[src/rtl/mem_access_unit_if.sv]
// Request handshake plus memory-port bundle shared by the control path,
// mem_access_unit and the unified instruction/data memory.
interface mem_access_unit_if #(
  parameter int AW = 9,
  parameter int DW = 32
);
  logic          REQ_VALID;
  logic          REQ_READY;
  logic [1:0]    REQ_OP;
  logic [AW-1:0] REQ_ADDR;
  logic [DW-1:0] REQ_WDATA;
  logic          DONE;
  logic          ERR;
  logic [AW-1:0] MRA;
  logic          MWE;
  logic [DW-1:0] MWD;
  logic [DW-1:0] MRD;

  // Requester and memory side: issues requests and returns read data
  modport master (
    output REQ_VALID, REQ_OP, REQ_ADDR, REQ_WDATA, MRD,
    input  REQ_READY, DONE, ERR, MRA, MWE, MWD
  );

  // Access unit side
  modport slave (
    input  REQ_VALID, REQ_OP, REQ_ADDR, REQ_WDATA, MRD,
    output REQ_READY, DONE, ERR, MRA, MWE, MWD
  );
endinterface

[src/rtl/mem_access_unit.sv]
// Requester-side sequencer for the unified memory: fetch/load/store over a
// valid/ready handshake, honouring the memory's one-cycle registered read.
module mem_access_unit #(
  parameter int AW = 9,
  parameter int DW = 32,
  parameter int CW = 16
) (
  input  logic             CLK,
  input  logic             RST_N,
  mem_access_unit_if.slave bus,
  output logic [DW-1:0]    IR,
  output logic [DW-1:0]    MDR,
  output logic [CW-1:0]    ACC_CNT
);

  localparam logic [2:0] IDLE = 3'd0;
  localparam logic [2:0] RD   = 3'd1;
  localparam logic [2:0] CAP  = 3'd2;
  localparam logic [2:0] WR   = 3'd3;
  localparam logic [2:0] RESP = 3'd4;

  localparam logic [1:0] OP_FETCH = 2'b00;
  localparam logic [1:0] OP_LOAD  = 2'b01;
  localparam logic [1:0] OP_STORE = 2'b10;
  localparam logic [1:0] OP_RSVD  = 2'b11;

  logic [2:0]    state_r;
  logic [2:0]    next_state_s;
  logic [1:0]    op_r;
  logic          accept_s;
  logic          ready_r;
  logic          done_r;
  logic          err_r;
  logic          mwe_r;
  logic [AW-1:0] mra_r;
  logic [DW-1:0] mwd_r;
  logic [DW-1:0] ir_r;
  logic [DW-1:0] mdr_r;
  logic [CW-1:0] acc_cnt_r;

  assign accept_s = (state_r == IDLE) && bus.REQ_VALID;

  // Next-state decode for the access sequence
  always_comb begin
    next_state_s = IDLE;
    case (state_r)
      IDLE: begin
        if (bus.REQ_VALID) begin
          case (bus.REQ_OP)
            OP_FETCH, OP_LOAD: next_state_s = RD;
            OP_STORE:          next_state_s = WR;
            default:           next_state_s = RESP;
          endcase
        end else begin
          next_state_s = IDLE;
        end
      end
      RD:      next_state_s = CAP;
      CAP:     next_state_s = RESP;
      WR:      next_state_s = RESP;
      RESP:    next_state_s = IDLE;
      default: next_state_s = IDLE;
    endcase
  end

  // State register and registered handshake/status outputs
  always_ff @(posedge CLK or negedge RST_N) begin
    if (!RST_N) begin
      state_r <= IDLE;
      op_r    <= OP_FETCH;
      ready_r <= 1'b1;
      done_r  <= 1'b0;
      err_r   <= 1'b0;
      mwe_r   <= 1'b0;
    end else begin
      state_r <= next_state_s;
      ready_r <= (next_state_s == IDLE);
      done_r  <= (next_state_s == RESP);
      // Only a reserved op reaches RESP straight from IDLE
      err_r   <= accept_s && (bus.REQ_OP == OP_RSVD);
      mwe_r   <= (next_state_s == WR);
      if (accept_s) begin
        op_r <= bus.REQ_OP;
      end
    end
  end

  // Memory address and write-data registers; held outside active states
  always_ff @(posedge CLK or negedge RST_N) begin
    if (!RST_N) begin
      mra_r <= {AW{1'b0}};
      mwd_r <= {DW{1'b0}};
    end else begin
      if (accept_s && (bus.REQ_OP != OP_RSVD)) begin
        mra_r <= bus.REQ_ADDR;
      end
      if (accept_s && (bus.REQ_OP == OP_STORE)) begin
        mwd_r <= bus.REQ_WDATA;
      end
    end
  end

  // Read-data capture into IR/MDR and completed-access counter
  always_ff @(posedge CLK or negedge RST_N) begin
    if (!RST_N) begin
      ir_r      <= {DW{1'b0}};
      mdr_r     <= {DW{1'b0}};
      acc_cnt_r <= {CW{1'b0}};
    end else begin
      if (state_r == CAP) begin
        if (op_r == OP_FETCH) begin
          ir_r <= bus.MRD;
        end else begin
          mdr_r <= bus.MRD;
        end
      end
      if ((state_r == RESP) && (op_r != OP_RSVD)) begin
        acc_cnt_r <= acc_cnt_r + {{(CW-1){1'b0}}, 1'b1};
      end
    end
  end

  assign bus.REQ_READY = ready_r;
  assign bus.DONE      = done_r;
  assign bus.ERR       = err_r;
  assign bus.MRA       = mra_r;
  assign bus.MWE       = mwe_r;
  assign bus.MWD       = mwd_r;
  assign IR            = ir_r;
  assign MDR           = mdr_r;
  assign ACC_CNT       = acc_cnt_r;

endmodule

[src/flat_wrapper.sv]
// flat-port wrapper written by rule: the top's interface ports become plain ports
module mem_access_unit_flat 
#(
  parameter int AW = 9,
  parameter int DW = 32,
  parameter int CW = 16
)
  (CLK, RST_N, IR, MDR, ACC_CNT, bus_REQ_VALID, bus_REQ_OP, bus_REQ_ADDR, bus_REQ_WDATA, bus_MRD, bus_REQ_READY, bus_DONE, bus_ERR, bus_MRA, bus_MWE, bus_MWD);
  mem_access_unit_if #(.AW(AW), .DW(DW)) bus_i ();
  input  logic CLK;
  input  logic RST_N;
  output logic [DW-1:0] IR;
  output logic [DW-1:0] MDR;
  output logic [CW-1:0] ACC_CNT;
  input wire logic [$bits(bus_i.REQ_VALID)-1:0] bus_REQ_VALID;
  input wire logic [$bits(bus_i.REQ_OP)-1:0] bus_REQ_OP;
  input wire logic [$bits(bus_i.REQ_ADDR)-1:0] bus_REQ_ADDR;
  input wire logic [$bits(bus_i.REQ_WDATA)-1:0] bus_REQ_WDATA;
  input wire logic [$bits(bus_i.MRD)-1:0] bus_MRD;
  output wire logic [$bits(bus_i.REQ_READY)-1:0] bus_REQ_READY;
  output wire logic [$bits(bus_i.DONE)-1:0] bus_DONE;
  output wire logic [$bits(bus_i.ERR)-1:0] bus_ERR;
  output wire logic [$bits(bus_i.MRA)-1:0] bus_MRA;
  output wire logic [$bits(bus_i.MWE)-1:0] bus_MWE;
  output wire logic [$bits(bus_i.MWD)-1:0] bus_MWD;
  assign bus_i.REQ_VALID = bus_REQ_VALID;
  assign bus_i.REQ_OP = bus_REQ_OP;
  assign bus_i.REQ_ADDR = bus_REQ_ADDR;
  assign bus_i.REQ_WDATA = bus_REQ_WDATA;
  assign bus_i.MRD = bus_MRD;
  assign bus_REQ_READY = bus_i.REQ_READY;
  assign bus_DONE = bus_i.DONE;
  assign bus_ERR = bus_i.ERR;
  assign bus_MRA = bus_i.MRA;
  assign bus_MWE = bus_i.MWE;
  assign bus_MWD = bus_i.MWD;
  mem_access_unit #(.AW(AW), .DW(DW), .CW(CW)) u_core (.CLK(CLK), .RST_N(RST_N), .bus(bus_i), .IR(IR), .MDR(MDR), .ACC_CNT(ACC_CNT));
endmodule
[config.mk]
export PLATFORM = sky130hd
export DESIGN_NAME = mem_access_unit_flat
export DESIGN_NICKNAME = d
export VERILOG_FILES = /design/src/rtl/mem_access_unit_if.sv /design/src/rtl/mem_access_unit.sv /design/src/flat_wrapper.sv
export SDC_FILE = /design/constraint.sdc
export NUM_CORES = 1
export LEC_CHECK = 0
export BUFFER_PORTS_ARGS = -buffer_cell sky130_fd_sc_hd__clkbuf_2
export CORE_ASPECT_RATIO = 0.75
export CORE_MARGIN = 4
export CORE_UTILIZATION = 30
export CTS_BUF_LIST = sky130_fd_sc_hd__clkbuf_8
export CTS_CLUSTER_SIZE = 12
export DETAILED_ROUTE_END_ITERATION = 10
export GPL_ROUTABILITY_DRIVEN = 0
export SETUP_SLACK_MARGIN = 0.4
export SYNTH_ARGS = -nofsm -noshare
export SYNTH_HDL_FRONTEND = slang
export SYNTH_SLANG_ARGS = --single-unit
[constraint.sdc]
create_clock -name CLK -period 2.4 [get_ports CLK]
set_clock_uncertainty 0.2 [all_clocks]
set_input_delay 0 -clock CLK [delete_from_list [all_inputs] [get_ports CLK]]
set_output_delay 0 -clock CLK [all_outputs]
set_load 0.05 [all_outputs]
# Word-level counts from Yosys, hierarchy flattened
# Index checks and enable logic that the tools add are counted.
dict set report classes {
  muxes 3
  n_reduce_logical 13
  n_bitwise 1
  addsub 1
  eq_ne 11
}
# op count
set ops {}
lappend ops {{16-bit by 1-bit adder with 16-bit output, second input constant} 1}
lappend ops {{3-bit by 2-bit == test with 1-bit output, second input constant} 3}
lappend ops {{3-bit case mux with 3 select lines} 1}
lappend ops {{3-bit == test, second input constant} 2}
lappend ops {{3-bit logical NOT} 2}
lappend ops {{3-bit case mux with 2 select lines} 1}
lappend ops {{1-bit logical AND} 5}
lappend ops {{2-bit == test, second input constant} 2}
lappend ops {{2-bit logical NOT} 2}
lappend ops {{2-bit inequality test, second input constant} 2}
lappend ops {{2-bit AND reduction} 2}
lappend ops {{2-bit OR reduction} 2}
lappend ops {{3-bit by 1-bit == test with 1-bit output, second input constant} 1}
lappend ops {{3-bit 2-to-1 mux} 1}
lappend ops {{2-bit by 1-bit == test with 1-bit output, second input constant} 1}
lappend ops {{1-bit NOT} 1}
dict set report word_totals {
  out_inout_bits 125
  input_bits 78
  regBits 130
  elab_cells 40
}

# Logic depth before layout (Yosys ltp)
# Gate-level depths: netlist of the first run.
dict set report logic_depth {
  ltp_word 6
  ltp_mapped 5
  depth_no_buf 4
}

# Least setup slack after synthesis of the first run
# OpenSTA, ideal clock, no wires.
dict set report synth_path {
  kind {reg2reg}
  startpoint {register u_core.acc_cnt_r[2], in the netlist u_core.ACC_CNT[2]}
  endpoint {register u_core.acc_cnt_r[15], in the netlist u_core.ACC_CNT[15]}
  setup_slack_ns 0.463
  setup_ns 0.082
  required_ns 2.118
  stages_incl_launch_ff 5
  synth_period_minus_slack_ns 1.937
  arrival_time_ns 1.655
  n_path_buf 0
  cell_sequence {dfrtp_1 and4_1 nand3_1 nor4_1 xor2_1}
}
dict set report synth_via {
  elab_chain_cells 1
}
# item line_no
set synth_lines {}
lappend synth_lines {{start, declared} mem_access_unit.sv:39} ;# logic [CW-1:0] acc_cnt_r;
lappend synth_lines {{start signal, assigned} mem_access_unit.sv:108} ;# acc_cnt_r <= {CW{1'b0}};
lappend synth_lines {{start signal, assigned} mem_access_unit.sv:118} ;# acc_cnt_r <= acc_cnt_r + {{(CW-1){1'b0}}, 1'b1};
lappend synth_lines {{16-bit by 1-bit adder with 16-bit output} mem_access_unit.sv:118}
# No other way between the ends.
# A chain may end at the register's enable or synchronous reset.

# Worst setup path after layout of the first run
dict set report layout_path {
  startpoint {register u_core.state_r[1]}
  endpoint {register u_core.mwd_r[21], in the netlist u_core.bus.MWD[21]}
}
dict set report layout_via {
  elab_chain_cells 3
}
# item line_no
set layout_lines {}
lappend layout_lines {{start, declared} mem_access_unit.sv:27} ;# logic [2:0] state_r;
lappend layout_lines {{start signal, assigned} mem_access_unit.sv:76} ;# state_r <= next_state_s;
lappend layout_lines {{3-bit logical NOT} mem_access_unit.sv:41} ;# assign accept_s = (state_r == IDLE) && bus.REQ_VALID;
lappend layout_lines {{1-bit logical AND} mem_access_unit.sv:41}
lappend layout_lines {{1-bit logical AND} mem_access_unit.sv:97} ;# if (accept_s && (bus.REQ_OP == OP_STORE)) begin
lappend layout_lines {{end signal, assigned} mem_access_unit.sv:92} ;# mwd_r <= {DW{1'b0}};
lappend layout_lines {{end signal, assigned} mem_access_unit.sv:98} ;# mwd_r <= bus.REQ_WDATA;
lappend layout_lines {{end, declared} mem_access_unit.sv:36} ;# logic [DW-1:0] mwd_r;
# No other way between the ends.

==> results of run 1 <==
-- worst min-delay path by stage --
stage / from / endpoint / slack [ns] / cells past startpoint
2_1_floorplan: RST_N / u_core.ACC_CNT[0] / -0.50 / 0
3_3_place_gp: RST_N / u_core.bus.MWD[13] / -0.16 / 1
3_5_place_dp: RST_N / u_core.bus.MWD[13] / -0.15 / 1
4_1_cts: bus_REQ_ADDR[7] / u_core.bus.MRA[7] / 0.10 / 3
5_1_grt: bus_REQ_WDATA[16] / u_core.bus.MWD[16] / 0.11 / 3
6_report: bus_REQ_ADDR[2] / u_core.bus.MRA[2] / 0.14 / 3
-- cell usage in the layout, fill, tap and decap left out, types with 6 or more instances in the layout --
cell,instances
nand2_1,6
clkbuf_8,21
clkbuf_2,201
inv_1,6
dfrtp_1,129
dlygate4sd3_1,78
nor2_1,9
nor3_1,7
xor2_1,10
mux2_4,28
mux2_2,80
-- state kept, by name, indices dropped and copies added (netlist names) --
register              count
u_core.IR                32
u_core.MDR               32
u_core.bus.MWD           32
u_core.ACC_CNT           16
u_core.bus.MRA            9
u_core.state_r            3
u_core.op_r               2
u_core.bus.DONE           1
u_core.bus.ERR            1
u_core.bus.MWE            1
u_core.bus.REQ_READY      1
-- metrics by stage --
step / hold WS, ns / setup slack, ns / util [%] / std cells / instance area [um2]
final: 0.137 / 0.507 / 46.7 / 832 / 7600
after global routing: 0.114 / 0.371 / 46.7 / 832 / 7600
after CTS: 0.102 / 0.417 / 46.6 / 831 / 7590
after detailed placement: -0.154 / 0.301 / 39.1 / 721 / 6350
after global placement: -0.163 / 0.365 / 39.1 / 721 / 6350
after floorplan: -0.496 / 0.463 / - / 313 / 5060
-- layout make-up --
class / instances / area [um2] / share of cell area, %
repair buffers: 287 / 1880 / 24.7
well taps: 210 / 263 / 3.46
multi-input cells: 169 / 1750 / 23.0
inverters: 5 / 18.8 / 0.247
clock buffers: 21 / 289 / 3.80
flip-flops and latches: 130 / 3250 / 42.8
clock inverters: 10 / 156 / 2.06
-- tightest hold or removal path: stages --
cell and delay [ns]:
dlygate4sd3_1 0.52, clkbuf_2 0.09, mux2_2 0.12
-- repair_timing --
| item | 4_1_cts | 5_1_grt |
|---|---|---|
| pin swaps | 1 | 1 |
| endpoints found under the setup margin | 32 | 43 |
| hold buffers | 78 | 0 |
| endpoints found under the hold margin | 242 | 0 |
| gates resized for setup | 0 | 3 |
| buffers inserted | 1 | 1 |
-- metal layers --
layer | part of all wire (%) | up-vias
met2 | 49 | 123
met1 | 42 | 1830
met5 | 0 | -
met4 | 2.1 | 0
met3 | 6.7 | 18
li1 | - | 1691
-- cells by family (layout without fill, tap and decap cells) --
| kind of cell | Yosys count | after routing |
|---|---|---|
| fa+ha+maj | 1 | 1 |
| compound gates | 3 | 3 |
| xor+xnor | 15 | 15 |
| mux | 108 | 108 |
| buf+inv | 14 | 323 |
| simple gates | 42 | 42 |
| flops | 130 | 130 |
==> summary.md, run 1 <==
| Metric | Value |
|---|---|
| # DRC | `0` |
| Top delay family on crit path | `flip-flops` |
| Post-synth EDFFs | `0` |
| Die width | `158 um` |
| Root buf cell | `clkbuf_8` |
| Setup crit start kind | `register` |
| Avg Vias per Cell | `4.40` |
| Count leader, synth | `dfrtp_1` |
| Wirelength per Cell | `15.1 um` |
| GRT Total Usage | `13.6%` |
| GR Layer Usage met3 | `4.54%` |
| Synth Warn # | `0` |
| CTS Sinks | `130` |
| Final worst path period share | `78.9%` |
| Share of cells above drive strength 1 | `57.1%` |
| Post-synthesis sequential area ratio | `64.3%` |
| Die Footprint | `19000 um2` |
| R2R Path Start | `u_core.state_r[1]` |
| CTS max path bufs | `2` |
| Capture point of the worst path | `u_core.bus.MWD[21]` |
| CP max-delay cell | `dfrtp_1` |
| Sequence of cells on the critical path | `nor4b_4 > nand3b_4 > buf_6 > mux2_4` |
| Yosys reg bits | `130` |
| Fill count | `1435` |
| I/O pins | `slightly above 200` |
| First-pass GRT wire length | `20.3 mm` |
| FF-to-FF setup slack | `0.51 ns` |
| Worst setup EP type | `register` |
| Final wirelength | `12.5 mm` |
| Met2 global-route usage | `a little over a fifth` |
| # H-tree levels | `4` |
| Post-route setup TNS | `0 ns` |
| Slowest cell delay on critical path | `0.48 ns` |
| WP buf/inv | `1` |
| Final setup violation count | `0` |
| R2r worst-path depth | `4` |
| Top cells by count, synth | `129 x dfrtp_1, 80 x mux2_2, 28 x mux2_4, 10 x nor2_1, 10 x xor2_1` |
| Max-cap violation count | `0` |
| P&R area growth vs syn | `50.1%` |
| Data arrival time of the worst path | `2.00 ns` |
| Critical R2R Capture | `u_core.bus.MWD[21]` |
| Worst-path clk slew | `about 0.070 ns` |
| Post-DRT Antenna Nets | `0` |
| Worst slew margin | `roughly 60%` |
| TritonCTS clock tree | `done` |
| Mapped Cells | `313` |
| Initial antenna violation count | `0` |
| FMAX | `528 MHz` |
| Required time of the critical path | `2.51 ns` |
| Dominant cell type by area after synthesis | `dfrtp_1` |
| Total number of vias | `3662` |
| Netlist cell types | `26` |
| Status | `finished clean` |
| Synth area leaders | `dfrtp_1 64%, mux2_2 18%, mux2_4 8.3%, xor2_1 1.7%, xnor2_1 0.86%` |
| Starting Density | `31.1%` |
| Critical Path Source | `u_core.state_r[1]` |
| Site row count | `40` |
| Fin crit period | `1.89 ns` |
| Min-delay worst type | `in -> reg` |
| Clk_lat worst skew | `roughly 0.43 ns` |
| Port bufs | `202` |
| Primary FF master, synth | `dfrtp_1` |
| Final nets | `689` |
| Final Hold Fails | `0` |
| Synthesized netlist net count | `a little under 400` |
| Grt peak-use layer | `met2` |
| Length of the first detailed-routing pass in iterations | `4` |
| Post-synthesis adder-cell area fraction | `0.247%` |
| Synth top area share | `63.7%` |
| Total gr overflow | `0` |
| Post-detail-place hpwl | `8.37 mm` |
| Die span in y | `roughly 120 um` |
| Simple-gate share of the synthesized area | `4.72%` |
| Post-synth ARST share | `100%` |
| Crit path kind | `reg -> reg` |
| Met1 GRT Util | `between 10% and 20%` |
| Main combinational cell family by area after synthesis | `multiplexers` |
| Critical path depth | `4` |
| Vias in the first global route | `3969` |
| Synth Area in XOR/XNOR | `2.59%` |
| Avg Inst Size Synth | `16.2 um2` |
| DRT iter0 DRCs | `125` |
| Largest net degree at the start of global routing | `64` |
| Compound-gate portion of the synthesized area | `0.469%` |
| TritonCTS buffer count | `17` |
| Crit-path max FO | `33` |
| ANT cells | `0` |
| Core area | `16300 um2` |
| RSZ-0062 raised after global routing | `yes` |
| Final Max Slew Viols | `0` |
| Mux cell area share after synthesis | `26.1%` |
| Tightest Pin Transition | `0.599 ns` |
| Post-Syn Area | `5060 um2` |
Power of run 1 is left out: the tool's default activity adds up to more than one toggle a clock period on the data nets, which glitch-free logic cannot reach.
==> run 2: changes to the inputs <==
==> constraint.sdc (replaced) <==
create_clock -name CLK -period 1.9 [get_ports CLK]
set_clock_uncertainty 0.2 [all_clocks]
set_input_delay 0 -clock CLK [delete_from_list [all_inputs] [get_ports CLK]]
set_output_delay 0 -clock CLK [all_outputs]
set_load 0.05 [all_outputs]
==> summary.md, run 2 (same netlist as run 1, synthesis figures left out) <==
| Metric | Value |
|---|---|
| Status | `finished clean (unchanged)` |
| Seq pwr share | `31.2%` |
| Data arrival time of the worst path | `1.87 ns (was 2.00 ns)` |
| Maximum VDD drop | `1240 uV` |
| GRT Total Usage | `14.0% (was 13.6%)` |
| Worst setup EP type | `register (unchanged)` |
| Final wirelength | `13.3 mm (was 12.5 mm)` |
| Min-delay worst type | `in -> reg (unchanged)` |
| # H-tree levels | `4 (unchanged)` |
| Crit-path max FO | `24 (was 33)` |
| Clock share of power | `14.4%` |
| Non-filler instance count after layout | `844 (was 832)` |
| Largest net degree at the start of global routing | `53 (was 64)` |
| Clk_lat worst skew | `0.43 ns (about the same)` |
| RSZ-0062 raised after global routing | `yes (unchanged)` |
| Combinational group share of total power | `54.4%` |
| ANT cells | `0 (unchanged)` |
| Post-DRT Antenna Nets | `0 (unchanged)` |
| Site row count | `40 (unchanged)` |
| Fill count | `1392 (was 1435)` |
| Crit path kind | `reg -> reg (unchanged)` |
| Total number of vias | `3712 (was 3662)` |
| Internal power | `between 7 and 8 mW` |
| Core area | `16300 um2 (unchanged)` |
| CTS Sinks | `130 (unchanged)` |
| Commonest non-fill, non-tap cell in the layout | `clkbuf_2 (unchanged)` |
| Final nets | `700 (was 689)` |
| WP buf/inv | `1 (unchanged)` |
| First-pass GRT wire length | `20.8 mm (was 20.3 mm)` |
| Die Footprint | `19000 um2 (unchanged)` |
| Placed cell count | `724 (was 721)` |
| Fin crit period | `1.76 ns (was 1.89 ns)` |
| Vias in the first global route | `4037 (was 3969)` |
| Avg Vias per Cell | `4.40 (about the same)` |
| Starting Density | `31.1% (unchanged)` |
| # DRC | `0 (unchanged)` |
| Post-detail-place hpwl | `8.65 mm (was 8.37 mm)` |
| Worst-path clk slew | `0.07 ns (about the same)` |
| TritonCTS buffer count | `17 (unchanged)` |
| Worst slew margin | `78.4% (was 60.1%)` |
| Slowest cell delay on critical path | `0.45 ns (was 0.48 ns)` |
| Final worst path period share | `92.7% (was 78.9%)` |
| Total gr overflow | `0 (unchanged)` |
| Port bufs | `202 (unchanged)` |
| Cell Pwr Density | `1990 nW/um2` |
| CP max-delay cell | `dfrtp_2 (was dfrtp_1)` |
| Final setup violation count | `0 (unchanged)` |
| Wirelength per Cell | `15.8 um (was 15.1 um)` |
| Switching power | `~8 mW` |
| P&R area growth vs syn | `55.2% (was 50.1%)` |
| Lkg Pwr | `3.95 nW` |
| Setup crit start kind | `register (unchanged)` |
| Final Max Slew Viols | `0 (unchanged)` |
| Share of cells above drive strength 1 | `61.8% (was 57.1%)` |
| Most frequent cells in the layout | `201 x clkbuf_2, 115 x dfrtp_1, 78 x mux2_2, 78 x dlygate4sd3_1, 30 x mux2_4 (was 201 x clkbuf_2, 129 x dfrtp_1, 80 x mux2_2)` |
| CTS max path bufs | `2 (unchanged)` |
| Post-route setup TNS | `0 ns (unchanged)` |
| TritonCTS clock tree | `done (unchanged)` |
| Root buf cell | `clkbuf_8 (unchanged)` |
| Required time of the critical path | `2.01 ns (was 2.51 ns)` |
| Switching share of power | `49.7%` |
| DRT iter0 DRCs | `151 (was 125)` |
| Length of the first detailed-routing pass in iterations | `4 (unchanged)` |
| Die width | `158 um (unchanged)` |
| Hold WS | `0.136 ns (was 0.137 ns)` |
| I/O pins | `203 (unchanged)` |
| Max-cap violation count | `0 (unchanged)` |
| Top delay family on crit path | `simple AND/OR/NAND/NOR gates (was flip-flops)` |
| Sequence of cells on the critical path | `nor4b_4 > nand3b_4 > buf_12 > mux2_4 (was nor4b_4 > nand3b_4 > buf_6 > mux2_4)` |
| Tightest Pin Transition | `0.323 ns (was 0.599 ns)` |
| FMAX | `568 MHz (was 528 MHz)` |
| Initial antenna violation count | `0 (unchanged)` |
| Die span in y | `121 um (unchanged)` |
| Final Hold Fails | `0 (unchanged)` |
## run 2: worst min-delay path, cell delays in order
cell and delay, ns:
dlygate4sd3_1 0.52, clkbuf_2 0.09, mux2_4 0.12
## run 2: power groups by stage
stage	clock (mW)	sequential, mW	combinational (mW)
floorplan	0	9.10	1.93
global placement	0	4.87	7.98
detailed placement	0	4.92	8.12
CTS	2.33	4.88	8.50
global route	2.45	5.03	8.88
finish	2.24	4.88	8.50
## run 2: what timing repair did
item                                    CTS  global route
buffers inserted                          6             1
endpoints found under the hold margin   244             0
pin swaps                                 4             3
gates cloned                              2             1
resized for setup                        17             7
endpoints found under the setup margin  124           220
hold buffers                             78             0
## run 2: path summary, 6_finish.rpt
kind                               startpoint                    to  slack, ns  cells after the start
max in group asynchronous               RST_N  u_core.bus.REQ_READY       0.53                      4
setup reg to reg            u_core.state_r[1]    u_core.bus.MWD[13]       0.14                      4
hold / removal              bus_REQ_WDATA[17]    u_core.bus.MWD[17]       0.14                      3
min in group asynchronous               RST_N     u_core.bus.MRA[4]       0.35                      3
setup / recovery            u_core.state_r[1]    u_core.bus.MWD[13]       0.14                      4
hold reg to reg            u_core.ACC_CNT[15]    u_core.ACC_CNT[15]       0.27                      1
## run 2: cell type report
class                           count  area, um2  share of cell area (%)
Clock buffer                       18        248                    3.15
Clock inverter                     14        126                    1.61
Inverter                            5       18.8                   0.239
Multi-Input combinational cell    170       1890                    24.0
Sequential cell                   130       3270                    41.6
Tap cell                          210        263                    3.34
Timing Repair Buffer              297       2040                    26.0
## run 2: through the flow
step | setup WS (ns) | power [mW] | instance area, um2 | utilization [%]
2_1_floorplan | 0.0830 | 11.0 | 5170 | -
6_report | 0.139 | 15.6 | 7860 | 48.3
3_3_place_gp | 0.148 | 12.9 | 6480 | 39.9
3_5_place_dp | 0.0981 | 13.0 | 6480 | 39.9
4_1_cts | 0.146 | 15.7 | 7820 | 48.1
5_1_grt | 0.0807 | 16.4 | 7860 | 48.3
## run 2: routing by layer
layer	routed length (um)	vias to the layer above	track usage [%]	share of wire [%]
met5	0	-	0	0
met2	6450	133	22.8	49
met4	226	0	5.49	1.7
met1	5790	1835	17.4	44
met3	828	17	4.40	6.2
li1	-	1727	-	-
No activity file was read; power rests on OpenSTA's default activity.
==> run 3: changes to the inputs <==
--- a/config.mk
+++ b/config.mk
@@ -7,7 +7,6 @@
 export LEC_CHECK = 0
 export BUFFER_PORTS_ARGS = -buffer_cell sky130_fd_sc_hd__clkbuf_2
 export CORE_ASPECT_RATIO = 0.75
-export CORE_MARGIN = 4
 export CORE_UTILIZATION = 30
 export CTS_BUF_LIST = sky130_fd_sc_hd__clkbuf_8
 export CTS_CLUSTER_SIZE = 12
==> summary.md, run 3 (same netlist as run 1, synthesis figures left out) <==
| Metric | Value |
|---|---|
| DRT iter0 DRCs | `117 (was 151)` |
| TritonCTS buffer count | `17 (unchanged)` |
| Post-route setup TNS | `0 ns (unchanged)` |
| RSZ-0062 raised after global routing | `yes (unchanged)` |
| Starting Density | `31.1% (unchanged)` |
| Most frequent cells in the layout | `201 x clkbuf_2, 117 x dfrtp_1, 78 x mux2_2 (was 201 x clkbuf_2, 115 x dfrtp_1, 78 x mux2_2, 78 x dlygate4sd3_1, 30 x mux2_4)` |
| GRT Total Usage | `14.9% (was 14.0%)` |
| Initial antenna violation count | `0 (unchanged)` |
| Post-detail-place hpwl | `7.79 mm (was 8.65 mm)` |
| Data arrival time of the worst path | `1.95 ns (was 1.87 ns)` |
| Commonest non-fill, non-tap cell in the layout | `clkbuf_2 (unchanged)` |
| Final Hold Fails | `13 (was 0)` |
| P&R area growth vs syn | `56.9% (was 55.2%)` |
| Avg Vias per Cell | `4.34 (was 4.40)` |
| Final nets | `698 (was 700)` |
| Status | `complete, but fails checks (was finished clean)` |
| Max-cap violation count | `0 (unchanged)` |
| ANT cells | `0 (unchanged)` |
| Crit-path max FO | `16 (was 24)` |
| Max layer used | `met4 (unchanged)` |
| CP max-delay cell | `dfrtp_2 (unchanged)` |
| Port bufs | `202 (unchanged)` |
| Sequence of cells on the critical path | `nor2_2 > nand2_1 > nor2_4 > clkbuf_16 > mux2_2 (was nor4b_4 > nand3b_4 > buf_12 > mux2_4)` |
| Root buf cell | `clkbuf_8 (unchanged)` |
| Die Footprint | `17400 um2 (was 19000 um2)` |
| CTS max path bufs | `2 (unchanged)` |
| I/O pins | `203 (unchanged)` |
| Worst slew margin | `47.9% (was 78.4%)` |
| Min-delay worst type | `in -> async (was in -> reg)` |
| M1 wire length | `5.56 mm (was 5.79 mm)` |
| Setup crit start kind | `register (unchanged)` |
| Hold WS | `-0.0316 ns (was 0.136 ns)` |
| Slowest cell delay on critical path | `0.46 ns (was 0.45 ns)` |
| Largest net degree at the start of global routing | `131 (was 53)` |
| CTS Sinks | `130 (unchanged)` |
| Routed wl met2 | `6.05 mm (was 6.45 mm)` |
| Total gr overflow | `0 (unchanged)` |
| Final wirelength | `12.5 mm (was 13.3 mm)` |
| Length of the first detailed-routing pass in iterations | `9 (was 4)` |
| Required time of the critical path | `2.01 ns (about the same)` |
| Share of cells above drive strength 1 | `62.7% (was 61.8%)` |
| Die width | `152 um (was 158 um)` |
| Final Max Slew Viols | `0 (unchanged)` |
| Tightest Pin Transition | `0.781 ns (was 0.323 ns)` |
| Post-DRT Antenna Nets | `0 (unchanged)` |
| First-pass GRT wire length | `20.1 mm (was 20.8 mm)` |
| Core area | `16300 um2 (unchanged)` |
| # H-tree levels | `4 (unchanged)` |
| Final setup violation count | `0 (unchanged)` |
| Site row count | `40 (unchanged)` |
| Worst setup EP type | `register (unchanged)` |
| Clk_lat worst skew | `0.42 ns (was 0.43 ns)` |
| Met3 wire length | `747 um (was 828 um)` |
| TritonCTS clock tree | `done (unchanged)` |
| Fin crit period | `1.84 ns (was 1.76 ns)` |
| Crit path kind | `reg -> reg (unchanged)` |
| Worst-path clk slew | `0.07 ns (about the same)` |
| Total number of vias | `3656 (was 3712)` |
| Failing checks | `design-rule violations, negative hold slack` |
| Final worst path period share | `96.8% (was 92.7%)` |
| Vias in the first global route | `4015 (was 4037)` |
| Wirelength per Cell | `14.9 um (was 15.8 um)` |
| Die span in y | `115 um (was 121 um)` |
| # DRC | `24 (was 0)` |
| FMAX | `543 MHz (was 568 MHz)` |
run 3: stage by stage:
stage	area [um2]	cells	hold slack, ns	util, %	worst slack [ns]
final	7950	842	-0.0316	48.8	0.0601
after CTS	7830	839	0.0408	48.1	0.117
after global routing	7950	842	0.0771	48.8	0.0215
after floorplan	5170	313	-0.496	-	0.0830
after global placement	6460	723	-0.0396	39.7	0.136
after detailed placement	6460	723	-0.0245	39.7	0.0795
run 3: per-layer routing:
layer  global-route usage [%]  up-vias
li1                         -     1710
met1                     17.5     1803
met2                     24.8      128
met3                     5.83       15
met4                     5.85        0
met5                        0        -
run 3: cell type report:
class	count	area, um2
clock inverter	11	184
fill	1396	8320
clock buffer	21	289
tap	210	263
multi-input combinational	170	1920
inverter	5	18.8
timing repair buffer	295	2000
sequential	130	3270
run 3: final timing paths:
check | depth (start not counted) | slack, ns | start | end
hold reg to reg | 1 | 0.28 | u_core.ACC_CNT[15] | u_core.ACC_CNT[15]
setup / recovery | 5 | 0.06 | u_core.state_r[2] | u_core.MDR[4]
setup reg to reg | 5 | 0.06 | u_core.state_r[2] | u_core.MDR[4]
min in group CLK | 3 | 0.15 | bus_REQ_WDATA[17] | u_core.bus.MWD[17]
max in group asynchronous | 3 | 0.83 | RST_N | u_core.state_r[1]
hold / removal | 3 | -0.03 | RST_N | u_core.ACC_CNT[7]
run 3: critical path, delay by kind of cell, from the launching register on:
| kind | cells | cell delay, ns |
|---|---|---|
| muxes | 1 | 0.35 |
| buffers and inverters | 1 | 0.22 |
| and+or+nand+nor | 3 | 0.48 |
| DFF | 1 | 0.46 |
run 3: what timing repair did:
| item | 4_1_cts | 5_1_grt |
|---|---|---|
| setup buffers | 6 | 2 |
| hold endpoints to repair | 244 | 0 |
| endpoints found under the setup margin | 124 | 126 |
| pin swaps | 2 | 6 |
| gates resized for setup | 13 | 18 |
| hold buffers | 77 | 0 |
| cloned | 1 | 1 |
Power of run 3 is left out for the same reason.
